### src/rtl/sonar_frame_rx_pkg.sv
// Shared constants, state encodings and character helpers for the sonar frame receiver.
package sonar_frame_rx_pkg;

    // 50 MHz system clock, 115200 baud
    localparam int BAUD_DIV_DEFAULT = 434;

    localparam logic [6:0] ASCII_VIRGULA = 7'h2C;
    localparam logic [6:0] ASCII_HASH    = 7'h23;
    localparam logic [6:0] ASCII_ZERO    = 7'h30;

    // Parser position inside "DDD,DDD#"; RESYNC waits for a good '#'
    typedef enum logic [3:0] {
        ST_A2     = 4'd0,
        ST_A1     = 4'd1,
        ST_A0     = 4'd2,
        ST_VIRG   = 4'd3,
        ST_D2     = 4'd4,
        ST_D1     = 4'd5,
        ST_D0     = 4'd6,
        ST_FIM    = 4'd7,
        ST_RESYNC = 4'd8
    } parser_state_t;

    // Serial character receiver phases
    typedef enum logic [2:0] {
        RX_IDLE   = 3'd0,
        RX_START  = 3'd1,
        RX_DATA   = 3'd2,
        RX_PARITY = 3'd3,
        RX_STOP   = 3'd4
    } rx_state_t;

    function automatic logic is_digit(input logic [6:0] c);
        return (c >= ASCII_ZERO) && (c <= ASCII_ZERO + 7'd9);
    endfunction

endpackage

### src/rtl/sonar_frame_rx_rx_serial.sv
// 7O1 character receiver: start, 7 data bits LSB first, odd parity, stop.
// pronto_rx/erro_rx/dado are valid combinationally in the stop-sample cycle.
module rx_serial_7O1
    import sonar_frame_rx_pkg::*;
#(
    parameter int BAUD_DIV = BAUD_DIV_DEFAULT
) (
    input  logic       clock,
    input  logic       reset,
    input  logic       serial,
    output logic [6:0] dado,
    output logic       pronto_rx,
    output logic       erro_rx
);

    localparam int CNT_W = (BAUD_DIV > 2) ? $clog2(BAUD_DIV) : 1;
    localparam logic [CNT_W-1:0] HALF_LAST = CNT_W'(BAUD_DIV / 2 - 1);
    localparam logic [CNT_W-1:0] FULL_LAST = CNT_W'(BAUD_DIV - 1);

    rx_state_t        st, st_next;
    logic [CNT_W-1:0] cnt;
    logic [2:0]       bit_idx;
    logic [6:0]       shift;
    logic             par_bit;
    logic             serial_dly;
    logic             tick;

    // Sample point: half a bit into the start bit, then one full bit apart
    assign tick = (st == RX_START) ? (cnt == HALF_LAST) : (cnt == FULL_LAST);

    // State register
    always_ff @(posedge clock or posedge reset) begin
        if (reset) st <= RX_IDLE;
        else       st <= st_next;
    end

    // Next-state logic; a high line at the start midpoint is a false start
    always_comb begin
        st_next = st;
        case (st)
            RX_IDLE:   if (serial_dly && !serial) st_next = RX_START;
            RX_START:  if (tick) st_next = serial ? RX_IDLE : RX_DATA;
            RX_DATA:   if (tick && bit_idx == 3'd6) st_next = RX_PARITY;
            RX_PARITY: if (tick) st_next = RX_STOP;
            RX_STOP:   if (tick) st_next = RX_IDLE;
            default:   st_next = RX_IDLE;
        endcase
    end

    // Outputs: character done at the stop sample; bad on parity or framing error
    always_comb begin
        dado      = shift;
        pronto_rx = (st == RX_STOP) && tick;
        erro_rx   = pronto_rx && (!(^{shift, par_bit}) || !serial);
    end

    // Bit timing counter, shift register and edge-detect history
    always_ff @(posedge clock or posedge reset) begin
        if (reset) begin
            cnt        <= '0;
            bit_idx    <= '0;
            shift      <= '0;
            par_bit    <= 1'b0;
            serial_dly <= 1'b1;
        end else begin
            serial_dly <= serial;
            if (st == RX_IDLE || tick) cnt <= '0;
            else                       cnt <= cnt + CNT_W'(1);
            if (st == RX_IDLE) bit_idx <= '0;
            if (st == RX_DATA && tick) begin
                shift   <= {serial, shift[6:1]};
                bit_idx <= bit_idx + 3'd1;
            end
            if (st == RX_PARITY && tick) par_bit <= serial;
        end
    end

endmodule

### src/rtl/sonar_frame_rx.sv
// Sonar frame receiver: parses "DDD,DDD#" frames of 7O1 characters into
// BCD angle and distance, with error pulse and resynchronisation on '#'.
module sonar_frame_rx
    import sonar_frame_rx_pkg::*;
#(
    parameter int BAUD_DIV = BAUD_DIV_DEFAULT
) (
    input  logic        clock,
    input  logic        reset,
    input  logic        entrada_serial,
    output logic [11:0] angulo,
    output logic [11:0] distancia,
    output logic        pronto,
    output logic        erro,
    output logic [3:0]  db_estado
);

    logic          entrada_p0, entrada_p1;
    logic [6:0]    dado;
    logic          pronto_rx, erro_rx;
    parser_state_t estado, estado_next;
    logic          char_good, is_hash, expected;
    logic          ok_pulse, err_pulse, wr_digit;
    logic [11:0]   sh_ang, sh_dist;

    // Two-flop synchronizer for the asynchronous serial line (idles high)
    always_ff @(posedge clock or posedge reset) begin
        if (reset) begin
            entrada_p0 <= 1'b1;
            entrada_p1 <= 1'b1;
        end else begin
            entrada_p0 <= entrada_serial;
            entrada_p1 <= entrada_p0;
        end
    end

    rx_serial_7O1 #(
        .BAUD_DIV (BAUD_DIV)
    ) u_rx (
        .clock     (clock),
        .reset     (reset),
        .serial    (entrada_p1),
        .dado      (dado),
        .pronto_rx (pronto_rx),
        .erro_rx   (erro_rx)
    );

    // Character classification against what the current position expects
    always_comb begin
        char_good = pronto_rx && !erro_rx;
        is_hash   = (dado == ASCII_HASH);
        case (estado)
            ST_A2, ST_A1, ST_A0,
            ST_D2, ST_D1, ST_D0: expected = is_digit(dado);
            ST_VIRG:             expected = (dado == ASCII_VIRGULA);
            ST_FIM:              expected = is_hash;
            default:             expected = 1'b0;
        endcase
    end

    // Parser state register
    always_ff @(posedge clock or posedge reset) begin
        if (reset) estado <= ST_A2;
        else       estado <= estado_next;
    end

    // Parser next state: advance on expected, '#' restarts, anything else resyncs
    always_comb begin
        estado_next = estado;
        if (pronto_rx) begin
            if (estado == ST_RESYNC) begin
                if (char_good && is_hash) estado_next = ST_A2;
            end else if (!char_good) begin
                estado_next = ST_RESYNC;
            end else if (expected) begin
                case (estado)
                    ST_A2:   estado_next = ST_A1;
                    ST_A1:   estado_next = ST_A0;
                    ST_A0:   estado_next = ST_VIRG;
                    ST_VIRG: estado_next = ST_D2;
                    ST_D2:   estado_next = ST_D1;
                    ST_D1:   estado_next = ST_D0;
                    ST_D0:   estado_next = ST_FIM;
                    default: estado_next = ST_A2;
                endcase
            end else if (is_hash) begin
                estado_next = ST_A2;
            end else begin
                estado_next = ST_RESYNC;
            end
        end
    end

    // Parser outputs: frame commit, single error pulse, digit capture enable
    always_comb begin
        ok_pulse  = char_good && (estado == ST_FIM) && is_hash;
        err_pulse = pronto_rx && (estado != ST_RESYNC) && !(char_good && expected);
        wr_digit  = char_good && expected && (estado != ST_VIRG) && (estado != ST_FIM);
        db_estado = estado;
    end

    // Shadow digit capture and output registers; outputs change only on a full frame
    always_ff @(posedge clock or posedge reset) begin
        if (reset) begin
            sh_ang    <= '0;
            sh_dist   <= '0;
            angulo    <= '0;
            distancia <= '0;
            pronto    <= 1'b0;
            erro      <= 1'b0;
        end else begin
            if (wr_digit) begin
                case (estado)
                    ST_A2:   sh_ang[11:8]  <= dado[3:0];
                    ST_A1:   sh_ang[7:4]   <= dado[3:0];
                    ST_A0:   sh_ang[3:0]   <= dado[3:0];
                    ST_D2:   sh_dist[11:8] <= dado[3:0];
                    ST_D1:   sh_dist[7:4]  <= dado[3:0];
                    ST_D0:   sh_dist[3:0]  <= dado[3:0];
                    default: ;
                endcase
            end
            pronto <= ok_pulse;
            erro   <= err_pulse;
            if (ok_pulse) begin
                angulo    <= sh_ang;
                distancia <= sh_dist;
            end
        end
    end

endmodule

### config.mk
export PLATFORM = sky130hd
export DESIGN_NAME = sonar_frame_rx
export DESIGN_NICKNAME = d
export VERILOG_FILES = /design/src/rtl/sonar_frame_rx_pkg.sv /design/src/rtl/sonar_frame_rx_rx_serial.sv /design/src/rtl/sonar_frame_rx.sv
export SDC_FILE = /design/constraint.sdc
export NUM_CORES = 1
export LEC_CHECK = 0
export CAP_MARGIN = 15
export CORE_UTILIZATION = 30
export CTS_BUF_LIST = sky130_fd_sc_hd__clkbuf_4 sky130_fd_sc_hd__clkbuf_8
export DETAILED_ROUTE_END_ITERATION = 8
export DONT_BUFFER_PORTS = 1
export GPL_ROUTABILITY_DRIVEN = 0
export PLACE_DENSITY = 0.5
export SKIP_LAST_GASP = 1
export SYNTH_ARGS = -nofsm -noshare
export SYNTH_HDL_FRONTEND = slang
export SYNTH_SLANG_ARGS = --single-unit
### constraint.sdc
create_clock -name clock -period 4.8 [get_ports clock]
set_input_delay 0.24 -clock clock [delete_from_list [all_inputs] [get_ports clock]]
set_output_delay 0.24 -clock clock [all_outputs]
set_load 0.005 [all_outputs]
==> results of run 1 <==
[worst max path at each step]
stage	cells past startpoint	from	endpoint	slack, ns
CTS	8	u_rx.dado[2]	angulo[11]	1.75
finish	8	u_rx.dado[2]	angulo[11]	1.78
global route	8	u_rx.dado[2]	angulo[11]	1.53
global placement	8	u_rx.dado[2]	distancia[7]	1.83
detailed placement	8	u_rx.dado[2]	distancia[11]	1.77
floorplan	9	u_rx.dado[2]	angulo[0]	2.23
[cells in the final DEF (no fill, tap or decap), types with 2 or more instances in the layout]
master / synthesis / routed
ha_1: 7 / 7
dlygate4sd3_1: 0 / 2
mux2i_1: 3 / 3
nand4_1: 2 / 2
xor2_1: 3 / 3
buf_4: 3 / 2
clkbuf_8: 0 / 9
nor3_1: 2 / 2
dfstp_2: 3 / 3
nor4_1: 2 / 2
nand3_1: 8 / 8
nor4b_1: 3 / 3
or3_1: 4 / 4
a21oi_1: 4 / 4
clkinv_4: 0 / 3
or4_1: 3 / 3
mux2_2: 52 / 52
nor2_1: 21 / 21
inv_1: 9 / 8
dfrtp_1: 77 / 77
inv_6: 0 / 2
and4bb_2: 2 / 2
xnor2_1: 7 / 7
nand2_1: 14 / 14
a211oi_2: 3 / 3
o21ai_0: 3 / 3
clkinv_2: 0 / 3
a2111oi_0: 2 / 2
a2111oi_4: 2 / 2
nor2b_1: 2 / 2
[power by group]
part	internal [uW]	switching (uW)	total [uW]	leakage, uW
registers	705	37.4	742	0.00109
logic	38.8	41.6	80.3	0.000610
clock network	192	261	454	0.0000939
[cell families (layout without fill, tap and decap cells)]
| logic type | Yosys count | count (layout) |
|---|---|---|
| adders and majority gates | 7 | 7 |
| muxes | 56 | 56 |
| and+or+nand+nor | 75 | 75 |
| xor gates and xnor gates | 11 | 11 |
| buffers and inverters | 26 | 29 |
| AOI/OAI and AO/OA | 27 | 27 |
| DFF | 80 | 80 |
[sequential cells by signal (all words and copies together), names as in the netlist]
signal           count
entrada_p0           1
u_rx.st              3
u_rx.bit_idx         3
db_estado            4
erro                 1
angulo              12
entrada_p1           1
sh_dist             12
u_rx.cnt             9
pronto               1
u_rx.serial_dly      1
sh_ang              12
u_rx.dado            7
distancia           12
u_rx.par_bit         1
[Yosys cell counts (all sizes together) (2+ instances only)]
cell,count,area [sq um]
buf,10,62.6
nor3b,2,20.0
nor2,21,78.8
and4bb,3,37.5
a21oi,4,20.0
a211oi,4,45.1
nand3,8,40.0
nor4b,3,26.3
a2111oi,4,72.6
mux2i,3,30.0
nor4,3,33.8
xor2,3,26.3
mux2,53,597
xnor2,7,61.3
nand2,14,52.6
or4,3,22.5
nor3,2,10.0
nand4,3,33.8
nor2b,2,12.5
or3,4,25.0
clkbuf,7,26.3
inv,9,33.8
ha,7,87.6
o21ai,3,15.0
dfrtp,77,1930
dfstp,3,78.8
[layer usage]
layer | share of wire | wire length, um | global-route usage
met4 | 0.017 | 112 | 0.0587
met1 | 0.48 | 3220 | 0.149
met5 | 0 | 0 | 0
met2 | 0.46 | 3070 | 0.176
met3 | 0.041 | 273 | 0.0313
[worst reg2reg max path, cell delays in order (launching register included)]
cell and delay, ns:
dfrtp_1 0.61, inv_1 0.15, ha_1 0.31, xnor3_1 0.23, xnor2_1 0.16, nand2_1 0.35, nor4_4 0.37, buf_4 0.34
mux2_2 0.39
[through the flow]
stage               hold WS, ns  cells  setup slack (ns)
CTS                       0.361    428              1.75
finish                    0.359    428              1.78
global placement          0.245    410              1.83
global route              0.362    428              1.53
detailed placement        0.245    410              1.77
floorplan                 0.244    282              2.23
[area by class of cell]
class,instances,area (sq um)
multi-input cells,176,1530
clock buffers,9,124
flip-flops and latches,80,2010
inverters,9,35.0
fillers,1141,7700
clock inverters,7,53.8
repair buffers,4,35.0
well taps,143,179
[repair_timing]
action	CTS	global route
resized for setup	0	0
hold buffers	2	0
endpoints found under the hold margin	45	0
endpoints found under the setup margin	0	0
==> reports/qor.txt, run 1 <==
status -> completed
buffering stage count on the worst path with inverters included -> 2
FF-to-FF End -> angulo[11]
Synth Area in Simple Gates -> 0.124
Die Height -> 112 um
Syn-to-layout area delta -> 8.31%
setup repair after global routing missed its margin -> no
Final Cell Area -> 3960 sq um
Post-Syn Instances -> 282
Max VDD drop -> 110 uV
number of placement rows -> 39
unique cell type count in the Yosys netlist -> 56
share of synthesized flip-flops with an asynchronous set or reset -> 1.00
diode count -> 0
half-perimeter wire length of the detailed placement result -> 4480 um
Critical Setup Path Class -> reg2reg
combinational family with the most area after synthesis -> multiplexers
average footprint of a synthesized cell -> 13.0 sq um
EDFF count, synth -> 0
Period minus WS final -> 3.02 ns
post-CTS clock slew at the launch and capture registers of the worst setup and hold paths -> 0.08 ns
Post-synth top flop -> dfrtp_1
maximum number of pins on one net before global-route repair -> 49
total power per unit cell area -> 322 nW/um^2
register-to-register path setup slack -> 1.78 ns
Core Box Area -> 11,700 sq um
cells on worst reg2reg path -> 8
I/O pin cnt -> 33
worst-skew pair later-pin latency -> 0.36 ns
vias per std cell -> 4.95
arithmetic-cell share of the synthesized area counting full adders, half adders and majority gates -> 0.0239
Worst Clk Skew -> 0.0169 ns
area post-placement -> 3760 sq um
total power of the final layout -> 1280 uW
net count of the finished layout -> 290
horizontal die dimension -> 112 um
top cell family by delay on the critical path -> simple AND/OR/NAND/NOR gates
slew at the pin with the worst max-slew slack -> 0.866 ns
Worst Setup Start Kind -> register
number of post-CTS setup repair buffers -> 0
first-pass GRT wire length -> 11,200 um
share of layout cells above drive strength 1 -> 0.298
number of buffers created by CTS -> 9
end-of-flow core utilization -> 0.340
area fraction in compound gates after synthesis -> 0.0691
post-route antenna net violation count -> 0
antenna violations before repair -> 0
crit-path cells -> inv_1 > ha_1 > xnor3_1 > xnor2_1 > nand2_1 > nor4_4 > buf_4 > mux2_2
hold path start -> entrada_p0
Clock Path Buffers -> 2
TNS Setup -> 0 ns
cell depth of the worst hold path -> 0
kind of path behind the tightest hold check -> reg2reg
PortBufs -> 0
CTS HTree Levels -> 3
1st-pass router iterations -> 4
worst-case headroom to the max-slew limit -> 0.420
CP Data Required Time -> 5.04 ns
cell type of the slowest stage on the worst timing path -> dfrtp_1
number of synthesized register bits -> 80
endpoint arrival time on the critical path -> 3.26 ns
TritonCTS clock tree -> yes
hold violation total from the final report -> 0
vias -> 2,119
total grt overflow -> 0
Synth Area in XOR/XNOR -> 0.0301
multiplexer area fraction after synthesis -> 0.171
number of clock sinks -> 80
GRT Util Overall -> 0.115
net count after synthesis -> 292
synthesized area -> 3660 sq um
DRC violation count after routing -> 0
sequential share of the synthesized area -> 0.548
starting utilization of the core area -> 0.314
share of the clock period used by the worst path after layout -> 0.630
Routed WL per cell -> 15.6 um
sum of routed wire length over all layers -> 6680 um
CP endpoint kind -> register
initial DRC count -> 68
peak fanout along the critical path -> 24
die area -> 12,600 sq um
Worst R2R Start -> u_rx.dado[2]
Fmax achieved -> 331 MHz
via count of the first global-routing pass -> 2,153
biggest cell delay along the critical path -> 0.61 ns
LEAKAGE -> 0.00179 uW
Max-cap violations -> 0
Worst Hold End -> entrada_p1
# setup viols final -> 0
Slew Limit Fails -> 0
root cell of the clock tree -> clkbuf_8
count of synthesis-stage warnings from yosys -> 0
Power figures use the tool's default switching activity.
==> run 2: changes to the inputs <==
--- a/config.mk
+++ b/config.mk
@@ -5,6 +5,7 @@
 export SDC_FILE = /design/constraint.sdc
 export NUM_CORES = 1
 export LEC_CHECK = 0
+export ABC_AREA = 1
 export CAP_MARGIN = 15
 export CORE_UTILIZATION = 30
 export CTS_BUF_LIST = sky130_fd_sc_hd__clkbuf_4 sky130_fd_sc_hd__clkbuf_8
==> constraint.sdc (replaced) <==
create_clock -name clock -period 2.85 [get_ports clock]
set_input_delay 0.1425 -clock clock [delete_from_list [all_inputs] [get_ports clock]]
set_output_delay 0.1425 -clock clock [all_outputs]
set_load 0.005 [all_outputs]
==> run 2 against run 1 <==
Power is 84% higher. Combinational power grew to 3.2 times the previous value. Final area is 4.4% higher. Critical endpoint is now sh_ang[9]. Clock power is 91% higher. Largest cell class unchanged. Final cell count is 49% higher. Fmax is 20% higher. Die area is 2.6% higher. Core utilization is 0.17 points higher. Sequential power is 66% higher. Sequential share of layout area is 2.1 points lower.
==> reports/qor.txt, run 2 <==
status -> completed
TritonCTS clock tree -> yes
Max VDD drop -> 323 uV
area post-placement -> 3910 sq um
Worst Clk Skew -> 0.00976 ns
synth cell count leaders -> nand2_1, dfrtp_1, inv_1
count of synthesis-stage warnings from yosys -> 0
share of synthesized flip-flops with an asynchronous set or reset -> 1.00
most common cell after layout, fill and taps aside -> nand2_1
PortBufs -> 0
switching portion of total power -> 0.272
total power per unit cell area -> 567 nW/um^2
hold violation total from the final report -> 0
unique cell type count in the Yosys netlist -> 30
antenna violations before repair -> 0
I/O pin cnt -> 33
root cell of the clock tree -> clkbuf_8
Synth area leaders -> dfrtp_1, nand2_1, nand3_1
Post-Syn Instances -> 459
count leader, synth -> nand2_1
Syn-to-layout area delta -> 10.1%
Die Height -> 114 um
peak fanout along the critical path -> 33
# setup viols final -> 0
sequential share of the synthesized area -> 0.534
starting utilization of the core area -> 0.310
sum of routed wire length over all layers -> 7470 um
share of layout cells above drive strength 1 -> 0.0919
worst-skew pair later-pin latency -> 0.37 ns
worst-case headroom to the max-slew limit -> 0.545
part of the total power dissipated in the clock network -> 0.369
1st-pass router iterations -> 4
slew at the pin with the worst max-slew slack -> 0.678 ns
Most Frequent Cell on Critical Path -> nand2_1
Clock Path Buffers -> 2
Slew Limit Fails -> 0
post-route antenna net violation count -> 0
post-CTS clock slew at the launch and capture registers of the worst setup and hold paths -> 0.09 ns
library cell with the largest summed area after synthesis -> dfrtp_1
Period minus WS final -> 2.52 ns
Routed WL per cell -> 11.7 um
vias per std cell -> 4.38
Final Cell Area -> 4140 sq um
first-pass GRT wire length -> 13,200 um
average footprint of a synthesized cell -> 8.18 sq um
TNS Setup -> 0 ns
diode count -> 0
internal cell power -> 1710 uW
net count of the finished layout -> 473
Core Box Area -> 12,100 sq um
die area -> 13,000 sq um
filler instances -> 1,310
LEAKAGE -> 0.00223 uW
number of buffers created by CTS -> 9
endpoint arrival time on the critical path -> 2.79 ns
share of the clock period used by the worst path after layout -> 0.883
register-to-register path setup slack -> 0.33 ns
number of synthesized register bits -> 80
half-perimeter wire length of the detailed placement result -> 5310 um
number of placement rows -> 40
setup repair after global routing missed its margin -> no
kind of path behind the tightest hold check -> in2async
cell type of the slowest stage on the worst timing path -> dfrtp_1
EDFF count, synth -> 0
Fmax achieved -> 397 MHz
initial DRC count -> 123
area share of the largest cell type after synthesis -> 0.513
net count after synthesis -> 469
share of total power in combinational logic -> 0.108
Post-synth top flop -> dfrtp_1
Max-cap violations -> 0
total grt overflow -> 0
CP Data Required Time -> 3.12 ns
crit-path cells -> inv_1 > ha_1 > xor2_1 > nand3_1 > nand2_1 > nor2_1 > nand2_4 > nor2_8 > nand2_1 > nand2_1 > nand2_1
CP endpoint kind -> register
net switching component of the power -> 639 uW
vias -> 2,786
synthesized area -> 3760 sq um
via count of the first global-routing pass -> 2,853
WHS -> 0.224 ns
Critical Setup Path Class -> reg2reg
maximum number of pins on one net before global-route repair -> 35
sequential group share of total power -> 0.523
Worst Setup Start Kind -> register
CTS HTree Levels -> 3
DRC violation count after routing -> 0
most frequent cells in the layout -> nand2_1, dfrtp_1, inv_1
biggest cell delay along the critical path -> 0.56 ns
horizontal die dimension -> 114 um
number of clock sinks -> 80
GRT Util Overall -> 0.130
run 2: cell types whose count changed in the layout (fill, tap and decap cells not counted), sizes merged, moves of 4 or more:
cell     previous run  this run
nand2              14       188
mux2               53         0
inv                10        42
nand3               8        39
o21ai               3        22
nor3                2        15
nor2               21        32
xnor2               7         1
a2111oi             4         0
a211oi              4         0
or3                 4         0
run 2: per-stage QoR:
stage | std cells | util | setup WS [ns] | power (uW)
finish | 636 | 0.341 | 0.334 | 2340
global route | 636 | 0.341 | 0.0371 | 2490
CTS | 636 | 0.341 | 0.331 | 2390
detailed placement | 618 | 0.323 | 0.341 | 1500
global placement | 618 | 0.323 | 0.445 | 1500
floorplan | 459 | - | 0.661 | 1440
run 2: cell type report:
| cell class | count | area [sq um] | share of cell area |
|---|---|---|---|
| sequential | 80 | 2010 | 0.485 |
| timing repair buffer | 7 | 57.6 | 0.0139 |
| clock buffer | 12 | 153 | 0.0369 |
| inverter | 44 | 168 | 0.0405 |
| tap | 168 | 210 | 0.0508 |
| multi-input combinational | 321 | 1490 | 0.360 |
| clock inverter | 4 | 53.8 | 0.0130 |
run 2: power by group through the flow:
stage | clock network (uW) | registers (uW) | logic [uW]
after detailed placement | 0 | 1250 | 257
after global placement | 0 | 1250 | 252
after floorplan | 0 | 1240 | 202
after CTS | 908 | 1220 | 260
after global routing | 951 | 1230 | 302
final | 866 | 1230 | 253
run 2: worst paths after layout:
check	start	endpoint	depth (start not counted)
max	u_rx.dado[1]	sh_ang[9]	11
min	reset	distancia[5]	2
max reg2reg	u_rx.dado[1]	sh_ang[9]	11
min reg2reg	entrada_p0	entrada_p1	0
max in group asynchronous	reset	distancia[0]	3
min in group clock	entrada_serial	entrada_p0	1
run 2: worst max-delay path, delay by kind of cell, from the launching register on:
kind	cells	cell delay [ns]
xor gates and xnor gates	1	0.16
adders and majority gates	1	0.32
buffers and inverters	1	0.15
DFF	1	0.56
and+or+nand+nor	8	1.22
run 2: logic make-up (layout without fill, tap and decap cells):
group / Yosys count / after routing / synth area share
buf+inv: 58 / 67 / 0.0700
fa+ha+maj: 7 / 7 / 0.0233
xor+xnor: 2 / 2 / 0.00466
compound gates: 30 / 30 / 0.0403
flops: 80 / 80 / 0.534
simple gates: 282 / 282 / 0.328
run 2: routing by layer:
layer  wire length (um)  GRT usage  vias to the layer above
met3                322     0.0494                        9
met1               3450      0.156                     1288
met5                  0          0                        -
met2               3580      0.215                       40
li1                   -          -                     1449
met4                114     0.0468                        0
run 2: timing repair:
action / in CTS / in global routing
gates resized for setup: 0 / 0
endpoints found under the setup margin: 0 / 0
endpoints found under the hold margin: 23 / 0
hold buffers: 2 / 0
buffers inserted: 0 / 0
==> run 3: changes to the inputs <==
--- a/config.mk
+++ b/config.mk
@@ -7,12 +7,12 @@
 export LEC_CHECK = 0
 export ABC_AREA = 1
 export CAP_MARGIN = 15
-export CORE_UTILIZATION = 30
+export CORE_UTILIZATION = 60
 export CTS_BUF_LIST = sky130_fd_sc_hd__clkbuf_4 sky130_fd_sc_hd__clkbuf_8
 export DETAILED_ROUTE_END_ITERATION = 8
 export DONT_BUFFER_PORTS = 1
 export GPL_ROUTABILITY_DRIVEN = 0
-export PLACE_DENSITY = 0.5
+export PLACE_DENSITY = 0.82
 export SKIP_LAST_GASP = 1
 export SYNTH_ARGS = -nofsm -noshare
 export SYNTH_HDL_FRONTEND = slang
==> run 3 against run 2 <==
Power rose by 4.4%. Non-clock buffer count fell by 1. Wire length fell by 4.0%. Clock power rose by 12%. Die area fell by 49%. Critical path type unchanged. Combinational power barely moved. Core utilization rose by 33 points. Flip-flop and latch count did not move. Global-route usage rose by 12 points. Clock skew rose by 0.0051 ns. Register-to-register slack got worse by 0.07 ns.
==> reports/qor.txt, run 3 (synthesis gave the netlist of run 2 again) <==
number of post-CTS setup repair buffers -> 0
Max-cap violations -> 0
I/O pin cnt -> 33
sum of routed wire length over all layers -> 7170 um
diode count -> 0
CP endpoint kind -> register
TNS Setup -> 0 ns
number of buffers created by CTS -> 9
antenna violations before repair -> 0
cell type of the slowest stage on the worst timing path -> dfrtp_1
die area -> 6580 sq um
Routed WL per cell -> 13.2 um
total grt overflow -> 0
TritonCTS clock tree -> yes
PortBufs -> 0
crit-path cells -> inv_1 > ha_1 > xor2_1 > nand3_1 > nand2_1 > nor2_1 > nand2_4 > inv_2 > nand2_4 > clkinv_2 > nand2_1 > nand2_1
endpoint arrival time on the critical path -> 2.84 ns
first-pass GRT wire length -> 12,400 um
post-route antenna net violation count -> 0
kind of path behind the tightest hold check -> in2async
setup repair after global routing missed its margin -> no
worst-skew pair later-pin latency -> 0.37 ns
vias per std cell -> 5.29
most frequent cells in the layout -> nand2_1, dfrtp_1, inv_1
end-of-flow core utilization -> 0.676
number of placement rows -> 28
Slew Limit Fails -> 0
Worst Setup Start Kind -> register
Die Height -> 81.1 um
FF-to-FF End -> angulo[0]
root cell of the clock tree -> clkbuf_8
Most Frequent Cell on Critical Path -> nand2_1
CTS HTree Levels -> 3
initial DRC count -> 214
half-perimeter wire length of the detailed placement result -> 4780 um
peak fanout along the critical path -> 25
net count of the finished layout -> 472
number of standard cells in the final layout excluding fillers -> 542
starting utilization of the core area -> 0.627
slew at the pin with the worst max-slew slack -> 0.680 ns
Period minus WS final -> 2.59 ns
share of layout cells above drive strength 1 -> 0.0899
filler instances -> 464
worst-case headroom to the max-slew limit -> 0.543
status -> completed
DRC violation count after routing -> 0
most common cell after layout, fill and taps aside -> nand2_1
vias -> 2,869
number of clock sinks -> 80
CP Data Required Time -> 3.10 ns
1st-pass router iterations -> 4
Worst R2R Start -> u_rx.dado[1]
top cell family by delay on the critical path -> simple AND/OR/NAND/NOR gates
Worst Clk Skew -> 0.0148 ns
horizontal die dimension -> 81.1 um
total power per unit cell area -> 605 nW/um^2
biggest cell delay along the critical path -> 0.57 ns
maximum number of pins on one net before global-route repair -> 67
register-to-register path setup slack -> 0.26 ns
Clock Path Buffers -> 2
cell count after placement -> 523
post-CTS clock slew at the launch and capture registers of the worst setup and hold paths -> 0.09 ns
buffering stage count on the worst path with inverters included -> 3
share of the clock period used by the worst path after layout -> 0.907
Critical Setup Path Class -> reg2reg
GRT Util Overall -> 0.251
cells on worst reg2reg path -> 12
via count of the first global-routing pass -> 2,773
Max VDD drop -> 430 uV
LEAKAGE -> 0.00225 uW
Syn-to-layout area delta -> 7.76%
hold violation total from the final report -> 0
Core Box Area -> 5990 sq um
# resized after CTS -> 0
# setup viols final -> 0
Fmax achieved -> 387 MHz
==> run 3: timing repair <==
action                     4_1_cts  5_1_grt
setup endpoints to repair        0        0
hold endpoints to repair        62        0
hold buffers                     2        0
==> run 3: metrics by stage <==
stage               power, uW  instance area, sq um  setup WS [ns]  hold WS [ns]
floorplan                1440                  3760          0.661         0.147
global placement         1490                  3780          0.394         0.147
detailed placement       1500                  3780          0.316         0.147
CTS                      2470                  4030          0.290         0.311
global route             2560                  4050         0.0446         0.253
finish                   2450                  4050          0.265         0.212
==> run 3: where the power goes <==
group	internal, uW	leakage (uW)	switching [uW]
registers	1180	0.00110	47.4
logic	80.0	0.00103	174
clock network	512	0.000117	457
==> run 3: layer usage <==
layer  track usage  vias up  part of all wire
li1              -     1448                 -
met1         0.339     1337              0.49
met2         0.381       72              0.45
met3        0.0663       12             0.043
met4         0.109        0             0.020
met5             0        -                 0
==> run 3: layout make-up <==
cell class / instances / area [sq um] / share of cell area
tap: 75 / 93.8 / 0.0232
sequential: 80 / 2010 / 0.496
multi-input combinational: 321 / 1490 / 0.368
clock buffer: 9 / 124 / 0.0306
clock inverter: 7 / 106 / 0.0263
inverter: 44 / 168 / 0.0414
timing repair buffer: 6 / 62.6 / 0.0155
==> run 3: worst register-to-register path: cells and delay by family (launching register included) <==
| family | cells | cell delay (ns) |
|---|---|---|
| adder cells (fa/ha/maj) | 1 | 0.32 |
| buffers and inverters | 3 | 0.57 |
| XOR/XNOR | 1 | 0.20 |
| AND/OR/NAND/NOR | 7 | 0.82 |
| flip-flops | 1 | 0.57 |
==> run 3: worst max-delay path by stage <==
stage	endpoint	slack [ns]	startpoint	depth (start not counted)
6_report	angulo[0]	0.26	u_rx.dado[1]	12
5_1_grt	distancia[1]	0.04	u_rx.dado[2]	12
4_1_cts	angulo[0]	0.29	u_rx.dado[1]	12
3_5_place_dp	angulo[0]	0.32	u_rx.dado[1]	12
3_3_place_gp	distancia[6]	0.39	u_rx.dado[1]	12
2_1_floorplan	angulo[0]	0.66	reset	1
